### src/rtl/rgb_frame_pkg.sv
// ============================================================================
// Module : rgb_frame_pkg
// Brief  : Shared state encoding, frame-size constants and coordinate types
//          for the RGB frame sequencer.
// Rev    : 1.0 - initial release
// ============================================================================
`default_nettype none

package rgb_frame_pkg;

    typedef enum logic [2:0] {
        IDLE    = 3'd0,
        HUNT    = 3'd1,
        PAYLOAD = 3'd2,
        DRAIN   = 3'd3,
        DONE    = 3'd4
    } state_t;

    localparam int DEF_H_PIX   = 640;
    localparam int DEF_V_LINES = 480;
    localparam int FRAME_PIX   = DEF_H_PIX * DEF_V_LINES;
    localparam int FRAME_BYTES = 3 * FRAME_PIX;

    typedef logic [$clog2(DEF_H_PIX)-1:0]   coord_x_t;
    typedef logic [$clog2(DEF_V_LINES)-1:0] coord_y_t;

    // Counter width that never collapses to zero bits for tiny ranges.
    function automatic int cnt_width(input int n);
        return (n > 1) ? $clog2(n) : 1;
    endfunction

endpackage

`default_nettype wire

### src/rtl/rgb_frame_ctrl_xy_counter.sv
// ============================================================================
// Module : frame_xy_counter
// Brief  : Walks x/y across the frame per accepted pixel and emits registered
//          coordinates with SOF/EOL/EOF tags one cycle after the step.
// Rev    : 1.0 - initial release
// ============================================================================
`default_nettype none

module frame_xy_counter
    import rgb_frame_pkg::*;
#(
    parameter int H_PIX   = DEF_H_PIX,
    parameter int V_LINES = DEF_V_LINES
) (
    input  logic                       i_clk,
    input  logic                       i_rst,
    input  logic                       i_clr,
    input  logic                       i_step,
    output logic                       o_pix_valid,
    output logic [$clog2(H_PIX)-1:0]   o_x,
    output logic [$clog2(V_LINES)-1:0] o_y,
    output logic                       o_sof,
    output logic                       o_eol,
    output logic                       o_eof
);

    localparam int XW = $clog2(H_PIX);
    localparam int YW = $clog2(V_LINES);

    logic [XW-1:0] r_x;
    logic [YW-1:0] r_y;
    logic [XW-1:0] r_x_out;
    logic [YW-1:0] r_y_out;
    logic          r_pix_valid;
    logic          r_sof;
    logic          r_eol;
    logic          r_eof;
    logic          w_last_x;
    logic          w_last_y;

    assign w_last_x = (r_x == XW'(H_PIX - 1));
    assign w_last_y = (r_y == YW'(V_LINES - 1));

    always_ff @(posedge i_clk) begin
        if (i_rst) begin
            r_x         <= '0;
            r_y         <= '0;
            r_x_out     <= '0;
            r_y_out     <= '0;
            r_pix_valid <= 1'b0;
            r_sof       <= 1'b0;
            r_eol       <= 1'b0;
            r_eof       <= 1'b0;
        end else begin
            r_pix_valid <= i_step;
            r_sof       <= i_step && (r_x == '0) && (r_y == '0);
            r_eol       <= i_step && w_last_x;
            r_eof       <= i_step && w_last_x && w_last_y;
            if (i_step) begin
                r_x_out <= r_x;
                r_y_out <= r_y;
            end
            if (i_clr) begin
                r_x <= '0;
                r_y <= '0;
            end else if (i_step) begin
                // y sticks on the last line so stray steps cannot leave the frame
                if (w_last_x) begin
                    r_x <= '0;
                    if (!w_last_y) begin
                        r_y <= r_y + 1'b1;
                    end
                end else begin
                    r_x <= r_x + 1'b1;
                end
            end
        end
    end

    assign o_pix_valid = r_pix_valid;
    assign o_x         = r_x_out;
    assign o_y         = r_y_out;
    assign o_sof       = r_sof;
    assign o_eol       = r_eol;
    assign o_eof       = r_eof;

endmodule

`default_nettype wire

### src/rtl/rgb_frame_ctrl.sv
// ============================================================================
// Module : rgb_frame_ctrl
// Brief  : Frame sequencer: sync hunt, payload forwarding to the RGB packer,
//          pixel tagging and stall recovery via timeout.
// Rev    : 1.0 - initial release
// ============================================================================
`default_nettype none

module rgb_frame_ctrl
    import rgb_frame_pkg::*;
#(
    parameter int         H_PIX       = DEF_H_PIX,
    parameter int         V_LINES     = DEF_V_LINES,
    parameter logic [7:0] SYNC_BYTE   = 8'hA5,
    parameter int         TIMEOUT_CYC = 1_000_000
) (
    input  logic                       i_clk,
    input  logic                       i_rst,
    input  logic [7:0]                 i_rx_data,
    input  logic                       i_rx_valid,
    input  logic                       i_start,
    input  logic                       i_cont,
    input  logic                       i_rgb_valid,
    output logic [7:0]                 o_byte_data,
    output logic                       o_byte_valid,
    output logic                       o_conv_rst,
    output logic                       o_pix_valid,
    output logic [$clog2(H_PIX)-1:0]   o_x,
    output logic [$clog2(V_LINES)-1:0] o_y,
    output logic                       o_sof,
    output logic                       o_eol,
    output logic                       o_eof,
    output logic                       o_frame_done,
    output logic                       o_busy,
    output logic                       o_err_timeout
);

    localparam int c_FRAME_PIX   = H_PIX * V_LINES;
    localparam int c_FRAME_BYTES = 3 * c_FRAME_PIX;
    localparam int BW            = cnt_width(c_FRAME_BYTES);
    localparam int PW            = cnt_width(c_FRAME_PIX + 1);
    localparam int TW            = cnt_width(TIMEOUT_CYC);

    state_t        r_state,     w_state;
    logic [BW-1:0] r_byte_cnt,  w_byte_cnt;
    logic [PW-1:0] r_pix_cnt,   w_pix_cnt;
    logic [TW-1:0] r_to_cnt,    w_to_cnt;
    logic          r_err,       w_err;
    logic          r_conv_rst,  w_conv_rst;
    logic [7:0]    r_byte_data, w_byte_data;
    logic          r_byte_valid, w_byte_valid;
    logic          w_xy_clr;

    logic          w_run;
    logic          w_pix_full;
    logic          w_pix_step;
    logic          w_activity;

    assign w_run      = (r_state == PAYLOAD) || (r_state == DRAIN);
    assign w_pix_full = (r_pix_cnt == PW'(c_FRAME_PIX));
    assign w_pix_step = w_run && i_rgb_valid && !w_pix_full;
    assign w_activity = i_rgb_valid || ((r_state == PAYLOAD) && i_rx_valid);

    always_ff @(posedge i_clk) begin
        if (i_rst) begin
            r_state      <= IDLE;
            r_byte_cnt   <= '0;
            r_pix_cnt    <= '0;
            r_to_cnt     <= '0;
            r_err        <= 1'b0;
            r_conv_rst   <= 1'b0;
            r_byte_data  <= '0;
            r_byte_valid <= 1'b0;
        end else begin
            r_state      <= w_state;
            r_byte_cnt   <= w_byte_cnt;
            r_pix_cnt    <= w_pix_cnt;
            r_to_cnt     <= w_to_cnt;
            r_err        <= w_err;
            r_conv_rst   <= w_conv_rst;
            r_byte_data  <= w_byte_data;
            r_byte_valid <= w_byte_valid;
        end
    end

    always_comb begin
        w_state      = r_state;
        w_byte_cnt   = r_byte_cnt;
        w_pix_cnt    = r_pix_cnt;
        w_to_cnt     = '0;
        w_err        = r_err;
        w_conv_rst   = 1'b0;
        w_byte_data  = r_byte_data;
        w_byte_valid = 1'b0;
        w_xy_clr     = 1'b0;

        if (w_pix_step) begin
            w_pix_cnt = r_pix_cnt + 1'b1;
        end

        case (r_state)
            IDLE: begin
                if (i_start) begin
                    w_state = HUNT;
                    w_err   = 1'b0;
                end
            end
            HUNT: begin
                if (i_rx_valid && (i_rx_data == SYNC_BYTE)) begin
                    w_state    = PAYLOAD;
                    w_byte_cnt = '0;
                    w_pix_cnt  = '0;
                    w_conv_rst = 1'b1;
                    w_xy_clr   = 1'b1;
                end
            end
            PAYLOAD: begin
                if (i_rx_valid) begin
                    w_byte_data  = i_rx_data;
                    w_byte_valid = 1'b1;
                    if (r_byte_cnt == BW'(c_FRAME_BYTES - 1)) begin
                        w_state = DRAIN;
                    end else begin
                        w_byte_cnt = r_byte_cnt + 1'b1;
                    end
                end
            end
            DRAIN: begin
                if (w_pix_full) begin
                    w_state = DONE;
                end
            end
            DONE: begin
                w_state = i_cont ? HUNT : IDLE;
            end
            default: begin
                w_state = IDLE;
            end
        endcase

        // Any activity restarts the idle count, so it wins over the terminal count.
        if (w_run && !w_activity && !((r_state == DRAIN) && w_pix_full)) begin
            if (r_to_cnt == TW'(TIMEOUT_CYC - 1)) begin
                w_state    = HUNT;
                w_err      = 1'b1;
                w_conv_rst = 1'b1;
                w_byte_cnt = '0;
                w_pix_cnt  = '0;
                w_xy_clr   = 1'b1;
            end else begin
                w_to_cnt = r_to_cnt + 1'b1;
            end
        end
    end

    frame_xy_counter #(
        .H_PIX   (H_PIX),
        .V_LINES (V_LINES)
    ) u_xy (
        .i_clk       (i_clk),
        .i_rst       (i_rst),
        .i_clr       (w_xy_clr),
        .i_step      (w_pix_step),
        .o_pix_valid (o_pix_valid),
        .o_x         (o_x),
        .o_y         (o_y),
        .o_sof       (o_sof),
        .o_eol       (o_eol),
        .o_eof       (o_eof)
    );

    assign o_byte_data   = r_byte_data;
    assign o_byte_valid  = r_byte_valid;
    assign o_conv_rst    = r_conv_rst;
    assign o_frame_done  = (r_state == DONE);
    assign o_busy        = (r_state != IDLE);
    assign o_err_timeout = r_err;

endmodule

`default_nettype wire

### config.mk
export PLATFORM = sky130hd
export DESIGN_NAME = rgb_frame_ctrl
export DESIGN_NICKNAME = d
export VERILOG_FILES = /design/src/rtl/rgb_frame_pkg.sv /design/src/rtl/rgb_frame_ctrl_xy_counter.sv /design/src/rtl/rgb_frame_ctrl.sv
export SDC_FILE = /design/constraint.sdc
export NUM_CORES = 1
export LEC_CHECK = 0
export BUFFER_PORTS_ARGS = -buffer_cell sky130_fd_sc_hd__buf_4
export CAP_MARGIN = 20
export CELL_PAD_IN_SITES_DETAIL_PLACEMENT = 0
export CELL_PAD_IN_SITES_GLOBAL_PLACEMENT = 2
export CORE_ASPECT_RATIO = 1.75
export CORE_MARGIN = 2
export CORE_UTILIZATION = 36
export DETAILED_ROUTE_END_ITERATION = 7
export GPL_ROUTABILITY_DRIVEN = 0
export GPL_TIMING_DRIVEN = 1
export PLACE_DENSITY_LB_ADDON = 0.12
export SLEW_MARGIN = 20
export SYNTH_ARGS = -nofsm -noshare
export SYNTH_HDL_FRONTEND = slang
export SYNTH_HIERARCHICAL = 1
export SYNTH_SLANG_ARGS = --single-unit
### constraint.sdc
create_clock -name i_clk -period 3.2 [get_ports i_clk]
set_clock_uncertainty 0.2 [all_clocks]
set_input_delay 0.64 -clock i_clk [delete_from_list [all_inputs] [get_ports i_clk]]
set_output_delay 0.64 -clock i_clk [all_outputs]
set_load 0.05 [all_outputs]
; Yosys cells after proc, flatten, opt, wreduce, memory -nomap -nowiden
; Cells that the tools add are included.
[classes]
add_sub_neg = 5
bitwise = 3
eq_ne = 10
mux = 30
n_reduce_logical = 25
[op_table]
columns = op, n
row1 = $mux 20, 5
row2 = $mux 19, 5
row3 = $add 20x1->20 const B, 2
row4 = $eq 20x20->1 const B, 2
row5 = $pmux 20 s2, 1
row6 = $mux 3, 7
row7 = $add 19x1->19 const B, 1
row8 = $eq 19x19->1 const B, 1
row9 = $pmux 3 s5, 1
row10 = $logic_and 1x1->1, 11
row11 = $add 10x1->10 const B, 1
row12 = $eq 10x10->1 const B, 1
row13 = $logic_not 10->1, 1
row14 = $mux 1, 10
row15 = $mux 10, 1
row16 = $add 9x1->9 const B, 1
row17 = $eq 9x9->1 const B, 1
row18 = $logic_not 9->1, 1
row19 = $eq 8x8->1 const B, 1
row20 = $eq 3x2->1 const B, 2
row21 = $reduce_or 2->1, 2
row22 = $eq 3x1->1 const B, 1
row23 = $eq 3x3->1 const B, 1
row24 = $logic_not 1->1, 3
row25 = 7 further kinds, 10
[word_totals]
reg_bits = 115
word_cells = 89

; Longest topological paths before layout
; Gate-level depths: netlist of run 1.
[logic_depth]
ltp_word = 9
mapped_depth = 13
mapped_depth_nobuf = 10

; By module
; The synthesis of run 1 kept the hierarchy.
[modules_own_cells]
columns = module, area_per_inst_um2, cells_per_inst, seq_area_each_um2, instances
row1 = rgb_frame_ctrl, 3719.8, 448, 1461.4, 1
row2 = frame_xy_counter, 1809.2, 195, 840.8, 1

; Worst setup path after synthesis of run 1
; No wires, ideal clock.
[synth_path]
kind = register -> register
from = register r_pix_cnt[2]
to = register u_xy.r_y[2]
setup_time_ns = 0.059
path_stages_with_launch = 9
arrival_ns = 2.538
period_less_slack_ns = 2.797
n_path_buf = 0
slack_ns = 0.403
cell_sequence = dfxtp_1 > or4_1 > or4_4 > nor3_2 > or3_1 > nand2_1 > or2_2 > or4_1 > nand2_1
[synth_via]
elab_chain_len = 6
[synth_lines]
columns = element, line_no
row1 = start: declaration, rgb_frame_ctrl.sv:46  ; logic [PW-1:0] r_pix_cnt, w_pix_cnt;
row2 = start signal: assignment, rgb_frame_ctrl.sv:77  ; r_pix_cnt <= w_pix_cnt;
row3 = $eq 19x19->1, rgb_frame_ctrl.sv:60  ; assign w_pix_full = (r_pix_cnt == PW'(c_FRAME_PIX));
row4 = $logic_and 1x1->1, rgb_frame_ctrl.sv:142  ; if (w_run && !w_activity && !((r_state == DRAIN) && w_pix_full)) begin
row5 = $logic_not 1->1, rgb_frame_ctrl.sv:142
row6 = $logic_and 1x1->1, rgb_frame_ctrl.sv:142
row7 = $mux 1, n/a
row8 = named net w_conv_rst, rgb_frame_ctrl.sv:49  ; logic r_conv_rst, w_conv_rst;
row9 = $reduce_or 2->1 (no line), n/a
row10 = end signal: assignment, rgb_frame_ctrl_xy_counter.sv:71  ; r_y <= r_y + 1'b1;
row11 = end: declaration, rgb_frame_ctrl_xy_counter.sv:31  ; logic [YW-1:0] r_y;
; The timed path passes the listed nets, and every way through them passes these cells.
; A chain may end at the register's enable or synchronous reset.

; Worst setup path in the final report of run 1
[layout_path]
from = register r_pix_cnt[5]
to = register u_xy.r_y[8]
; Same word-level chain as after synthesis.

==> impl_metrics.py, run 1 <==
metrics = {
    "worst_setup_path": {
        "cp.required_ps": 3350,
        "critPathCaptureType": "register",
        "worstPathCellList": "or4_1, or4_4, nor3_2, or3_1, nand2_1, or2_2, or4_1, nand2_1",
        "cp.depth": 8,
        "crit_path_start_kind": "register",
        "critPathKind": "reg2reg",
        "slowest_delay_ps": 530,
        "path_max_fanout": 6,
        "cp_top_family": "simple AND/OR/NAND/NOR gates",
        "cp.buffers_inverters": 0,
        "crit_slowest_cell": "or4_1",
        "worstPathArrival_ps": 3160,
        "ff2ff_path_depth": 8,
        "reg2reg_setup_slack_ps": 190,
    },
    "synthesis": {
        "synth-simple-area-share_pct": 30.9,
        "synth_area_leaders": "dfxtp_1, nor2_1, nand2_1",
        "syn_inst": 643,
        "syn_area_per_cell_um2": 8.60,
        "yosysMostFrequentCell": "dfxtp_1",
        "synth_top_family_by_area": "simple AND/OR/NAND/NOR gates",
        "synth_cell_types": 62,
        "ys_warn_count": 6,
        "synth_compound_gate_area_share_pct": 10.5,
        "synth_xor_area_share_pct": 7.13,
        "synth_top_cell_area_share_pct": 41.6,
        "synth_fa_ha_area_share_pct": 1.81,
        "syn_area_um2": 5530,
        "seq_area_frac_synth_pct": 41.6,
        "synth_flop_cell": "dfxtp_1",
        "syn-num-nets": 665,
        "synth_edf_count": 0,
        "async_flop_share_pct": 0,
        "synth_common_cells": "dfxtp_1, nor2_1, nand2_1",
        "synth.area.mux_share_pct": 3.98,
        "synth_top_cell_by_area": "dfxtp_1",
        "ys_ff_latch": 115,
    },
    "floorplan": {
        "coreArea_um2": 15200,
        "die_y_um": 168,
        "fp.dieArea_um2": 16400,
        "initial_utilization_pct": 36.3,
        "io_pins": 50,
        "die_w_um": 97.7,
        "std_cell_rows": 60,
    },
    "sta": {
        "finalSetupTns_ps": 0,
        "tightestPinTransition_ps": 717,
        "fmax_mhz": 332,
        "grt_setup_unrepaired": "false",
        "maxSlewHeadroom_pct": 51.8,
        "finalHoldViolCount": 0,
        "slew_viol_final": 0,
        "setup_viol": 0,
        "worst_slack_ps": 192,
        "period_minus_slack_ps": 3010,
        "period_share_pct": 94.0,
    },
    "clocking": {
        "clock-sinks": 115,
        "clk_latency_ps": 410,
        "clk_path_buf_depth": 2,
        "cts_tree": "built",
        "path_clk_slew_ps": 60,
        "htreeDepth": 4,
        "cts_made_buffers": 17,
        "cts_resized": 0,
        "cts_hold_buf": 0,
        "root_buffer": "clkbuf_16",
        "post_cts_buffers": 0,
    },
    "detailed_routing": {
        "vias": 4791,
        "post_drt_via_cell_ratio": 5.36,
        "post-route-drc-count": 0,
        "drt_wl_total_um": 14500,
        "drt-pass1-iter-count": 5,
        "wire_per_inst_um": 16.2,
        "drtIter0Drc": 129,
        "ant_nets": 0,
    },
    "grt": {
        "overflow": 0,
        "grt_max_degree": 41,
        "grt_pass1_wl_um": 24300,
        "grt_pass1_vias": 4820,
        "antenna_found_initial": 0,
        "grt.total_usage_pct": 18.3,
    },
    "cells_and_area": {
        "drive_gt1_share_pct": 15.8,
        "nFillCells": 1545,
        "area_growth_pct": 20.6,
        "fin_area_um2": 6670,
        "n_antenna_cell": 0,
        "nets": 717,
    },
    "hold_path": {
        "hold_depth": 2,
        "hold_path.class": "reg2reg",
    },
    "run": {
        "drv_cap": 0,
    },
    "power": {
        "max-vdd-ir-drop_v": 0.000280,
        "powerDensity_nw_per_um2": 511,
        "p_leak_nw": 2.33,
    },
    "place": {
        "portBuffers": 49,
        "dp_slack_ps": 200,
        "dpl-instance-area_um2": 6070,
        "dp_hpwl_um": 10400,
    },
    "status": {
        "outcome": "complete, no violations",
    },
}
## cell families after synthesis
family	after synthesis
flip-flops	115
adder cells (fa/ha/maj)	8
AND/OR/NAND/NOR	324
AO/OA/AOI/OAI	83
XOR/XNOR	45
multiplexers	22
buffers and inverters	46
## cell type report
class	instances	area, um2	area share [%]
multi-input cells	482	3000	45.0
flip-flops and latches	115	2300	34.5
repair buffers	61	470	7.06
clock buffers	18	439	6.59
well taps	186	233	3.49
clock inverters	14	154	2.31
inverters	18	67.6	1.01
## metal layers
metal,wire [um],track usage (%),vias to the layer above
li1,-,-,2403
met1,5940,20.5,2276
met2,7850,33.7,90
met3,376,3.57,22
met4,323,7.00,0
met5,0,0,-
## through the flow
| stage | power, mW | cells | hold WS, ps | utilization (%) |
|---|---|---|---|---|
| global route | 3.52 | 894 | 279 | 43.8 |
| finish | 3.41 | 894 | 255 | 43.8 |
| global placement | 1.54 | 862 | 242 | 39.9 |
| CTS | 3.46 | 894 | 257 | 43.8 |
| floorplan | 1.51 | 643 | 253 | - |
| detailed placement | 1.54 | 862 | 248 | 39.9 |
## power by group
part | total [mW] | internal [mW] | leakage (nW) | switching (mW)
sequential | 1.44 | 1.43 | 0.926 | 0.00326
combinational | 0.0717 | 0.0267 | 1.10 | 0.0450
clock | 1.90 | 1.18 | 0.295 | 0.722
total | 3.41 | 2.64 | 2.33 | 0.771
## registers in the layout (all words and copies together) (netlist names)
name / flops
u_xy/r_x: 10
r_pix_cnt: 19
r_byte_cnt: 20
r_state: 3
u_xy/o_pix_valid: 1
u_xy/r_y: 9
u_xy/o_y: 9
u_xy/o_eof: 1
o_conv_rst: 1
u_xy/o_x: 10
u_xy/o_sof: 1
u_xy/o_eol: 1
o_err_timeout: 1
r_to_cnt: 20
o_byte_valid: 1
o_byte_data: 8
## worst min-delay path, cell delays in order (launching register included)
cell     delay [ps]
dfxtp_1         310
nand2_1          50
a21oi_1          50
## layout by cell type, fill, tap and decap left out, types with 3 or more instances in the layout
cell type	instances
dfxtp_1	115
nor2_1	96
buf_4	60
nand2_1	59
a21oi_1	31
nand3_1	30
xor2_1	25
nand4_1	22
mux2i_1	22
xnor2_1	20
nor3_1	18
inv_1	17
clkbuf_16	17
nor4_1	16
or3_1	12
or4_1	11
o211ai_1	11
and3_1	10
o21ai_0	10
ha_1	8
or2_2	6
a31oi_1	6
clkinv_4	6
nand2b_1	5
a311oi_1	5
nor3b_1	4
and4_1	4
a31oi_4	4
o31ai_1	4
and2_1	3
nand3b_1	3
nor2b_1	3
a211oi_1	3
a41oi_1	3
inv_6	3
clkinv_2	3
## worst paths after layout
check	to	start
setup / recovery	u_xy/r_y[8]	r_pix_cnt[5]
hold / removal	o_byte_data[5]	o_byte_data[5]
setup reg to reg	u_xy/r_y[8]	r_pix_cnt[5]
hold reg to reg	o_byte_data[5]	o_byte_data[5]
(Power assumes the default switching activity.)
==> inputs of run 2 (changes only) <==
- REMOVE_ABC_BUFFERS: default -> 1
==> impl_metrics.py, run 2 (synthesis gave the netlist of run 1 again) <==
metrics = {
    "detailed_routing": {
        "drt-pass1-iter-count": 5,
        "post_drt_via_cell_ratio": 5.43,
        "drt_wl_total_um": 15000,
        "post-route-drc-count": 0,
        "ant_nets": 0,
        "drtIter0Drc": 201,
        "vias": 4858,
        "wl_met3_um": 471,
        "highest_layer": "met4",
        "wl_met1_um": 5840,
        "wire_per_inst_um": 16.7,
        "dr_wl_met2_um": 8290,
    },
    "place": {
        "dp_hpwl_um": 10900,
        "portBuffers": 49,
        "dpl.cell_count": 862,
    },
    "floorplan": {
        "coreArea_um2": 15200,
        "die_w_um": 97.7,
        "die_y_um": 168,
        "fp.dieArea_um2": 16400,
        "std_cell_rows": 60,
        "initial_utilization_pct": 36.3,
        "io_pins": 50,
    },
    "power": {
        "total_power_mw": 3.54,
        "max-vdd-ir-drop_v": 0.000315,
        "powerDensity_nw_per_um2": 528,
        "p_leak_nw": 2.33,
    },
    "grt": {
        "grt.total_usage_pct": 18.8,
        "overflow": 0,
        "grt_pass1_vias": 4844,
        "grt_pass1_wl_um": 24700,
        "grt_max_degree": 41,
        "antenna_found_initial": 0,
    },
    "cells_and_area": {
        "nFillCells": 1574,
        "drive_gt1_share_pct": 15.8,
        "final-instance-count-excl-fill": 894,
        "ff_latch_area_um2": 2300,
        "top_regs": "r_byte_cnt x20, r_to_cnt x20, r_pix_cnt x19",
        "multi_input_area_um2": 3000,
        "nets": 717,
        "layout_commonest_cell": "dfxtp_1",
        "area_growth_pct": 21.0,
        "layout_common_cells": "dfxtp_1, nor2_1, buf_4",
        "final_core_util_pct": 43.9,
        "n_antenna_cell": 0,
    },
    "clocking": {
        "root_buffer": "clkbuf_16",
        "post_cts_buffers": 0,
        "clk_latency_ps": 420,
        "cts_hold_buf": 0,
        "clock-sinks": 115,
        "cts_tree": "built",
        "cts_made_buffers": 17,
        "htreeDepth": 4,
        "cts_resized": 0,
        "path_clk_slew_ps": 60,
        "clk_path_buf_depth": 2,
    },
    "worst_setup_path": {
        "critPathKind": "reg2reg",
        "worstReg2RegEnd": "u_xy/r_y[2]",
        "ff2ff_path_depth": 8,
        "crit_path_start_kind": "register",
        "reg2reg_setup_slack_ps": 250,
        "worstPathArrival_ps": 3110,
        "startpoint": "r_pix_cnt[5]",
        "cp.required_ps": 3360,
        "critPathCaptureType": "register",
        "critPathCapture": "u_xy/r_y[2]",
        "r2r_start": "r_pix_cnt[5]",
        "path_max_fanout": 6,
    },
    "sta": {
        "maxSlewHeadroom_pct": 45.6,
        "period_share_pct": 92.3,
        "fmax_mhz": 339,
        "setup_viol": 0,
        "slew_viol_final": 0,
        "grt_setup_unrepaired": "false",
        "finalHoldViolCount": 0,
        "period_minus_slack_ps": 2950,
        "finalSetupTns_ps": 0,
        "whs_ps": 254,
        "tightestPinTransition_ps": 810,
    },
    "run": {
        "drv_cap": 0,
    },
    "status": {
        "outcome": "complete, no violations",
    },
    "hold_path": {
        "hold_path.class": "reg2reg",
    },
}
## run 2: layout make-up
class,count,share of cell area [%]
multi-input combinational,482,44.8
sequential,115,34.4
timing repair buffer,61,6.84
clock buffer,17,6.36
tap,186,3.48
clock inverter,15,3.07
inverter,18,1.01
## run 2: per-layer routing
layer | GRT usage [%] | vias up
met5 | 0 | -
met3 | 3.69 | 23
met2 | 35.8 | 97
met1 | 19.9 | 2342
li1 | - | 2396
met4 | 7.67 | 0
## run 2: per-stage QoR
step                      setup WS, ps  cell area, um2
final                              248            6690
after global routing              56.1            6690
after CTS                          235            6690
after detailed placement           249            6060
after global placement             241            6060
after floorplan                    131            5370
## run 2: worst min path at each step
stage / start / to / slack [ps] / cells past startpoint
3_3_place_gp: o_byte_data[0] / o_byte_data[0] / 250 / 2
6_report: o_byte_data[0] / o_byte_data[0] / 250 / 2
4_1_cts: o_byte_data[0] / o_byte_data[0] / 260 / 2
3_5_place_dp: o_byte_data[0] / o_byte_data[0] / 250 / 2
5_1_grt: i_rx_data[7] / o_byte_data[7] / 290 / 3
2_1_floorplan: r_to_cnt[0] / r_to_cnt[0] / 250 / 1
## run 2: report_power, final
group / internal [mW] / switching [mW]
registers: 1.43 / 0.00282
clock network: 1.31 / 0.719
logic: 0.0246 / 0.0457
total: 2.77 / 0.768
## run 2: critical path, stage by stage, from the launching register on
cell,delay (ps)
dfxtp_1,350
or4_1,520
or4_4,450
nor3_2,190
or3_1,170
nand2_1,80
or2_2,360
or4_1,510
nand2_1,70
